<file path="src/rtl/a2b_frame_ctrl.sv">
// rtl/a2b_frame_ctrl.sv - ASCII '0'/'1' character framer feeding a WORD_W-bit valid/ready word output
// Optional feature macro: A2B_ECHO_EN (echo of accepted characters to a transmitter).
module a2b_frame_ctrl #(
  parameter int WORD_W  = 8,
  parameter int TIMEOUT = 1000
) (
  input  logic                          clk,
  input  logic                          rst,
  input  logic [7:0]                    in,
  input  logic                          w_RX_dv,
  output logic [WORD_W-1:0]             word_data,
  output logic                          word_valid,
  input  logic                          word_ready,
  output logic                          busy,
  output logic [$clog2(WORD_W+1)-1:0]   bit_cnt,
  output logic                          err_char,
  output logic                          err_abort,
  output logic                          overrun
`ifdef A2B_ECHO_EN
  ,
  output logic [7:0]                    echo_data,
  output logic                          echo_start,
  input  logic                          echo_busy
`endif
);

  localparam int BW = $clog2(WORD_W+1);
  localparam int TW = (TIMEOUT > 1) ? $clog2(TIMEOUT+1) : 1;
  localparam logic [TW-1:0] TLIM = (TIMEOUT > 0) ? TW'(TIMEOUT-1) : '0;
  localparam logic [BW-1:0] LAST = BW'(WORD_W-1);

  typedef enum logic [1:0] {IDLE, COLLECT, OUTPUT} state_t;

  state_t            state;
  logic [WORD_W-1:0] shift;
  logic [TW-1:0]     tcnt;

  logic              is_bit, is_space, is_term, is_illegal;
  logic              timed_out, dropped;
  logic [WORD_W-1:0] shift_nxt;

  assign is_bit     = w_RX_dv && (in[7:1] == 7'b0011000);
  assign is_space   = w_RX_dv && (in == 8'h20);
  assign is_term    = w_RX_dv && ((in == 8'h0D) || (in == 8'h0A));
  assign is_illegal = w_RX_dv && !is_bit && !is_space && !is_term;
  assign shift_nxt  = {shift[WORD_W-2:0], in[0]};
  // >= rather than == so a SPACE landing on the limit cycle only defers the abort by one cycle
  assign timed_out  = (TIMEOUT != 0) && !w_RX_dv && (tcnt >= TLIM);
  assign dropped    = (state == OUTPUT) && !word_ready;
  assign busy       = (state != IDLE);

  always_ff @(posedge clk) begin
    if (!rst) begin
      state      <= IDLE;
      shift      <= '0;
      tcnt       <= '0;
      word_data  <= '0;
      word_valid <= 1'b0;
      bit_cnt    <= '0;
      err_char   <= 1'b0;
      err_abort  <= 1'b0;
      overrun    <= 1'b0;
    end else begin
      err_char  <= 1'b0;
      err_abort <= 1'b0;
      overrun   <= 1'b0;
      case (state)
        IDLE, OUTPUT: begin
          if (dropped) begin
            if (w_RX_dv) overrun <= 1'b1;
          end else begin
            // Handshake and a new character in the same cycle: treat the character as seen in IDLE
            word_valid <= 1'b0;
            state      <= IDLE;
            if (is_bit) begin
              shift   <= shift_nxt;
              bit_cnt <= BW'(1);
              tcnt    <= '0;
              state   <= COLLECT;
            end else if (is_illegal) begin
              err_char <= 1'b1;
            end
          end
        end
        COLLECT: begin
          if (is_bit) begin
            tcnt <= '0;
            if (bit_cnt == LAST) begin
              word_data  <= shift_nxt;
              word_valid <= 1'b1;
              bit_cnt    <= '0;
              shift      <= '0;
              state      <= OUTPUT;
            end else begin
              shift   <= shift_nxt;
              bit_cnt <= bit_cnt + 1'b1;
            end
          end else if (is_term || timed_out || is_illegal) begin
            err_abort <= !is_illegal;
            err_char  <= is_illegal;
            shift     <= '0;
            bit_cnt   <= '0;
            tcnt      <= '0;
            state     <= IDLE;
          end else if (TIMEOUT != 0) begin
            tcnt <= tcnt + 1'b1;
          end
        end
        default: state <= IDLE;
      endcase
    end
  end

`ifdef A2B_ECHO_EN
  always_ff @(posedge clk) begin
    if (!rst) begin
      echo_data  <= '0;
      echo_start <= 1'b0;
    end else begin
      echo_start <= 1'b0;
      if (w_RX_dv && !dropped && !echo_busy) begin
        echo_data  <= in;
        echo_start <= 1'b1;
      end
    end
  end
`endif

endmodule
</file>
<file path="config.mk">
export PLATFORM = sky130hd
export DESIGN_NAME = a2b_frame_ctrl
export DESIGN_NICKNAME = d
export VERILOG_FILES = /design/src/rtl/a2b_frame_ctrl.sv
export SDC_FILE = /design/constraint.sdc
export NUM_CORES = 1
export LEC_CHECK = 0
export CORE_MARGIN = 8
export CORE_UTILIZATION = 51
export CTS_CLUSTER_SIZE = 40
export DETAILED_ROUTE_END_ITERATION = 12
export GPL_TIMING_DRIVEN = 0
export PLACE_DENSITY = 0.78
export SLEW_MARGIN = 20
export SYNTH_ARGS = -nofsm -noshare
export SYNTH_HDL_FRONTEND = slang
export SYNTH_SLANG_ARGS = --single-unit
</file>
<file path="constraint.sdc">
create_clock -name clk -period 2.6 [get_ports clk]
set_input_delay 0.26 -clock clk [delete_from_list [all_inputs] [get_ports clk]]
set_output_delay 0.26 -clock clk [all_outputs]
set_load 0.02 [all_outputs]
</file>
Yosys cells after proc, flatten, opt, wreduce, memory -nomap -nowiden
Cells that the tools add are included.
- flip-flop bits (word level): 35
- bits in latches: 0
- memory bits (writable): 0
- memory bits (read-only): 0
- bits of input ports: 12
- output and inout bits: 17
- word-level logic and storage cells: 90
- memories: 0
- $add $sub $neg: 2
- multipliers: 0
- div/mod/pow operators: 0
- order comparisons: 1
- eq/ne operators: 13
- shift operators: 0
- mux-type cells: 34
- bitwise operators: 3
- reduce and logical (&&, ||, !) cells: 28
- operators with widths (kind ; number):
    2-to-1 mux 10 bit ; 4
    2-to-1 mux 7 bit ; 5
    2-to-1 mux 4 bit ; 5
    one-hot mux 10 bit (2 select lines) ; 1
    == test 8 x 4 -> 1 bit, second input constant ; 2
    one-hot mux 7 bit (2 select lines) ; 1
    AND reduction 3 bit ; 4
    adder 10 x 1 -> 10 bit, second input constant ; 1
    >= comparator 10 bit, second input constant ; 1
    2-to-1 mux 1 bit ; 10
    == test 8 x 6 -> 1 bit, second input constant ; 1
    logical AND 1 bit ; 8
    2-to-1 mux 2 bit ; 4
    != test 2 bit, second input constant ; 4
    one-hot mux 4 bit (2 select lines) ; 1
    AND reduction 4 bit ; 2
    == test 7 x 5 -> 1 bit, second input constant ; 1
    logical NOT 1 bit ; 6
    != test 3 bit, second input constant ; 2
    adder 4 x 1 -> 4 bit, second input constant ; 1
    == test 4 x 3 -> 1 bit, second input constant ; 1
    one-hot mux 1 bit (2 select lines) ; 2
    one-hot mux 2 bit (2 select lines) ; 1
    nonzero test 2 bit ; 2
    other kinds (7) ; 11

Longest topological paths before layout
- depth in word-level cells: 10
- depth in mapped cells: 7
- depth with buffers taken out: 6

Worst setup path after synthesis
No wires, ideal clock.
- path kind: in2reg
- start: input in[1]
- end: register tcnt[7]
- setup time: 0.075 ns
- data arrival time: 2.172 ns
- data required time: 2.525 ns
- slack: 0.352 ns
- cell stages on the path: 5
- path through: or4b_4 -> o41a_1 -> or3_4 -> or4_1 -> a31oi_1
- longest elaborated chain between the ends: 10
- ends and longest elaborated chain (what ; RTL line ; text):
    start, declared ; 9 ; input logic [7:0] in,
    == test 7 x 5 -> 1 bit ; 42 ; assign is_bit = w_RX_dv && (in[7:1] == 7'b0011000);
    logical AND 1 bit ; 42 ;
    logical NOT 1 bit ; 45 ; assign is_illegal = w_RX_dv && !is_bit && !is_space && !is_term;
    logical AND 1 bit (3 in series) ; 45 ;
    logical OR 1 bit ; 98 ; end else if (is_term || timed_out || is_illegal) begin
    2-to-1 mux 10 bit ; 98 ;
    2-to-1 mux 10 bit ; 86 ; if (is_bit) begin
    one-hot mux 10 bit (2 select lines) ; 67 ; case (state)
    end signal, assigned ; 106 ; tcnt <= tcnt + 1'b1;
    end, declared ; 36 ; logic [TW-1:0] tcnt;
Parallel ways exist; a longest one is shown, timed or not.
A chain may end at the register's enable or synchronous reset.

Worst setup path in the final report
Same ends and word-level chain as after synthesis.

==> reports/metrics.yaml <==
synth_seq_cells: 35
fin_skew_ns: 0.0102
ys_warn_count: 0
regToRegStartpoint: "state[0]"
required_ns: 2.87
synth.area.top_cells: "dfxtp_1 (44%), nand2_1 (6.8%), a21oi_1 (4.1%)"
synth_top_area_share: 0.440
min_from: "word_data[2]"
layout.nets: 231
setup_tns_ns: 0
yosys.area_share.simple: 0.300
slowest_delay_ns: 0.58
final_layout_size_suffix_gt1_frac: 0.106
fin_area_um2: 2030
synth.top_cells.by_count: "dfxtp_1 (35), nand2_1 (29), a21oi_1 (13)"
syn_avg_cell_area_um2: 8.74
status: "finished clean"
synth-compound-area-share: 0.202
grt_setup_unrepaired: "no"
synth_area_um2: 1590
cts.clk_slew.worst_paths_ns: 0.12
core_um2: 3000
syn_inst: 182
first_pass_iters: 4
finalWeightedCongestion: 0.846
cts_buffer_depth: 2
synth_nets: 196
slew_viol_final: 0
critical_path.slowest_cell: "or4b_4"
grt_pass1_wl_mm: 6.44
htree_num_levels: 2
globalRouteOverflowTotal: 0
crit_path_end_kind: "register"
ir_drop_uv: 344
power_leakage_nw: 0.672
power_density_nw_per_um2: 533
rows: 20
dp_slack_ns: -0.273
hold_depth: 2
yosys.area_share.xor_xnor: 0
worstPathMaxFanout: 6
period_share: 0.974
synth_top_family_by_area: "simple AND/OR/NAND/NOR gates"
tightest_slew_ns: 0.786
port_buffers: 28
dominantRegCellSynth: "dfxtp_1"
arrival_ns: 2.80
start_kind: "input port"
pin_count: 29
drcViolationCount: 0
cts_buffers: 5
first_iter_violations: 113
num_vias: 1488
grt_max_degree: 13
setup_ws_ns: 0.0676
whs_endpoint: "word_data[2]"
finalHoldViolations: 0
grt_pass1_vias: 1454
cts_sinks: 35
ys_seq_area_frac: 0.440
r2r_setup_slack_ns: 0.31
wl_per_cell_um: 16.0
antennaDiodeCount: 0
fp.dieH_um: 71.9
hp-class: "register to register"
initial_core_util: 0.530
drv_cap: 0
synth_top_area_cell: "dfxtp_1"
track_usage: 0.154
r2r_cells: 6
postSynth.asyncResetShare: 0
hpwlAfterDp_mm: 2.95
clock_latency_ns: 0.35
crit_chain: "clkdlybuf4s50_1 -> or4b_4 -> o41a_1 -> or3_4 -> or4_1 -> a31oi_1"
cts_root_buf: "clkbuf_4"
die_x_um: 71.9
cts_setup_buffers: 0
synth_most_common_cell: "dfxtp_1"
worst_hold_slack_ns: 0.460
synth_cell_types: 45
r2r-end: "word_valid"
period_needed_ns: 2.53
synthMuxAreaShare: 0.00629
setup-violations-final: 0
antenna_found_initial: 0
place_area_um2: 1910
fmax_mhz: 395
wirelength_mm: 4.03
syn2layout_area_growth_pct: 27.4
synth-edff-count: 0
slew_headroom: 0.469
dieArea_um2: 5160
vias_per_cell: 5.93
detail-route-antenna-nets: 0
yosys.area_share.adder: 0.0157
critPathKind: "input port to register"
cts_tree: "built"
[logic make-up (layout without fill, tap and decap cells)]
kind of cell    after synthesis  count (layout)
simple gates                 87              87
mux                           1               1
flops                        35              35
compound gates               46              46
fa+ha+maj                     2               2
buf+inv                      11              47
[through the flow]
step	std cells	util	total power, W
3_5_place_dp	243	0.637	0.000599
2_1_floorplan	182	-	0.000569
5_1_grt	251	0.675	0.00111
6_report	251	0.675	0.00108
4_1_cts	251	0.672	0.00108
3_3_place_gp	243	0.637	0.000597
[how the worst max path moves through the flow]
stage / cells past startpoint / end / slack (ns) / from
final: 6 / tcnt[7] / 0.07 / in[1]
after global routing: 7 / word_valid / 0.02 / in[1]
after CTS: 7 / word_valid / 0.08 / in[1]
after detailed placement: 7 / word_valid / -0.27 / in[1]
after global placement: 7 / word_valid / -0.24 / in[1]
after floorplan: 5 / tcnt[7] / 0.35 / in[1]
[report_power, final]
part           internal, W  switching (W)
registers         0.000537    0.000000416
logic            0.0000237      0.0000258
clock network     0.000299       0.000196
total             0.000860       0.000222
[cell type report]
cell class / instances / area, um^2
Tap cell: 33 / 41.3
Multi-Input combinational cell: 136 / 845
Fill cell: 266 / 975
Buffer: 7 / 41.3
Timing Repair Buffer: 28 / 280
Inverter: 4 / 15.0
Sequential cell: 35 / 701
Clock inverter: 3 / 67.6
Clock buffer: 5 / 37.5
[metal layers]
| layer | vias up | global-route usage | share of wire |
|---|---|---|---|
| met5 | - | 0 | 0 |
| met4 | 0 | 0.0680 | 0.016 |
| met3 | 9 | 0.0377 | 0.047 |
| met2 | 36 | 0.276 | 0.51 |
| met1 | 695 | 0.167 | 0.43 |
| li1 | 748 | - | - |
[what timing repair did]
action                                  CTS  global route
endpoints found under the setup margin    0             5
gates resized for setup                   0             2
hold buffers                              0             0
[critical path, delay by kind of cell]
| family | cells | cell delay, ns |
|---|---|---|
| buffers and inverters | 1 | 0.43 |
| and+or+nand+nor | 3 | 1.47 |
| AOI/OAI and AO/OA | 2 | 0.64 |
[sequential cells by signal (all words and copies together) (netlist names)]
| register | cells |
|---|---|
| bit_cnt | 4 |
| shift | 7 |
| err_char | 1 |
| word_data | 8 |
| state | 2 |
| tcnt | 10 |
| overrun | 1 |
| word_valid | 1 |
| err_abort | 1 |
[cell usage in the layout, fill, tap and decap left out, types with 5 or more instances in the layout]
master | synthesis | layout
dfxtp_1 | 35 | 35
nor2_1 | 10 | 10
a21oi_1 | 13 | 13
a22o_1 | 7 | 7
and3_1 | 6 | 6
clkdlybuf4s50_1 | 0 | 28
o311ai_0 | 5 | 5
nand4b_1 | 5 | 5
clkbuf_4 | 0 | 5
nand3_1 | 10 | 10
nand2_1 | 29 | 29
clkbuf_1 | 5 | 5
Note: power is estimated with default switching activity, not from simulation.
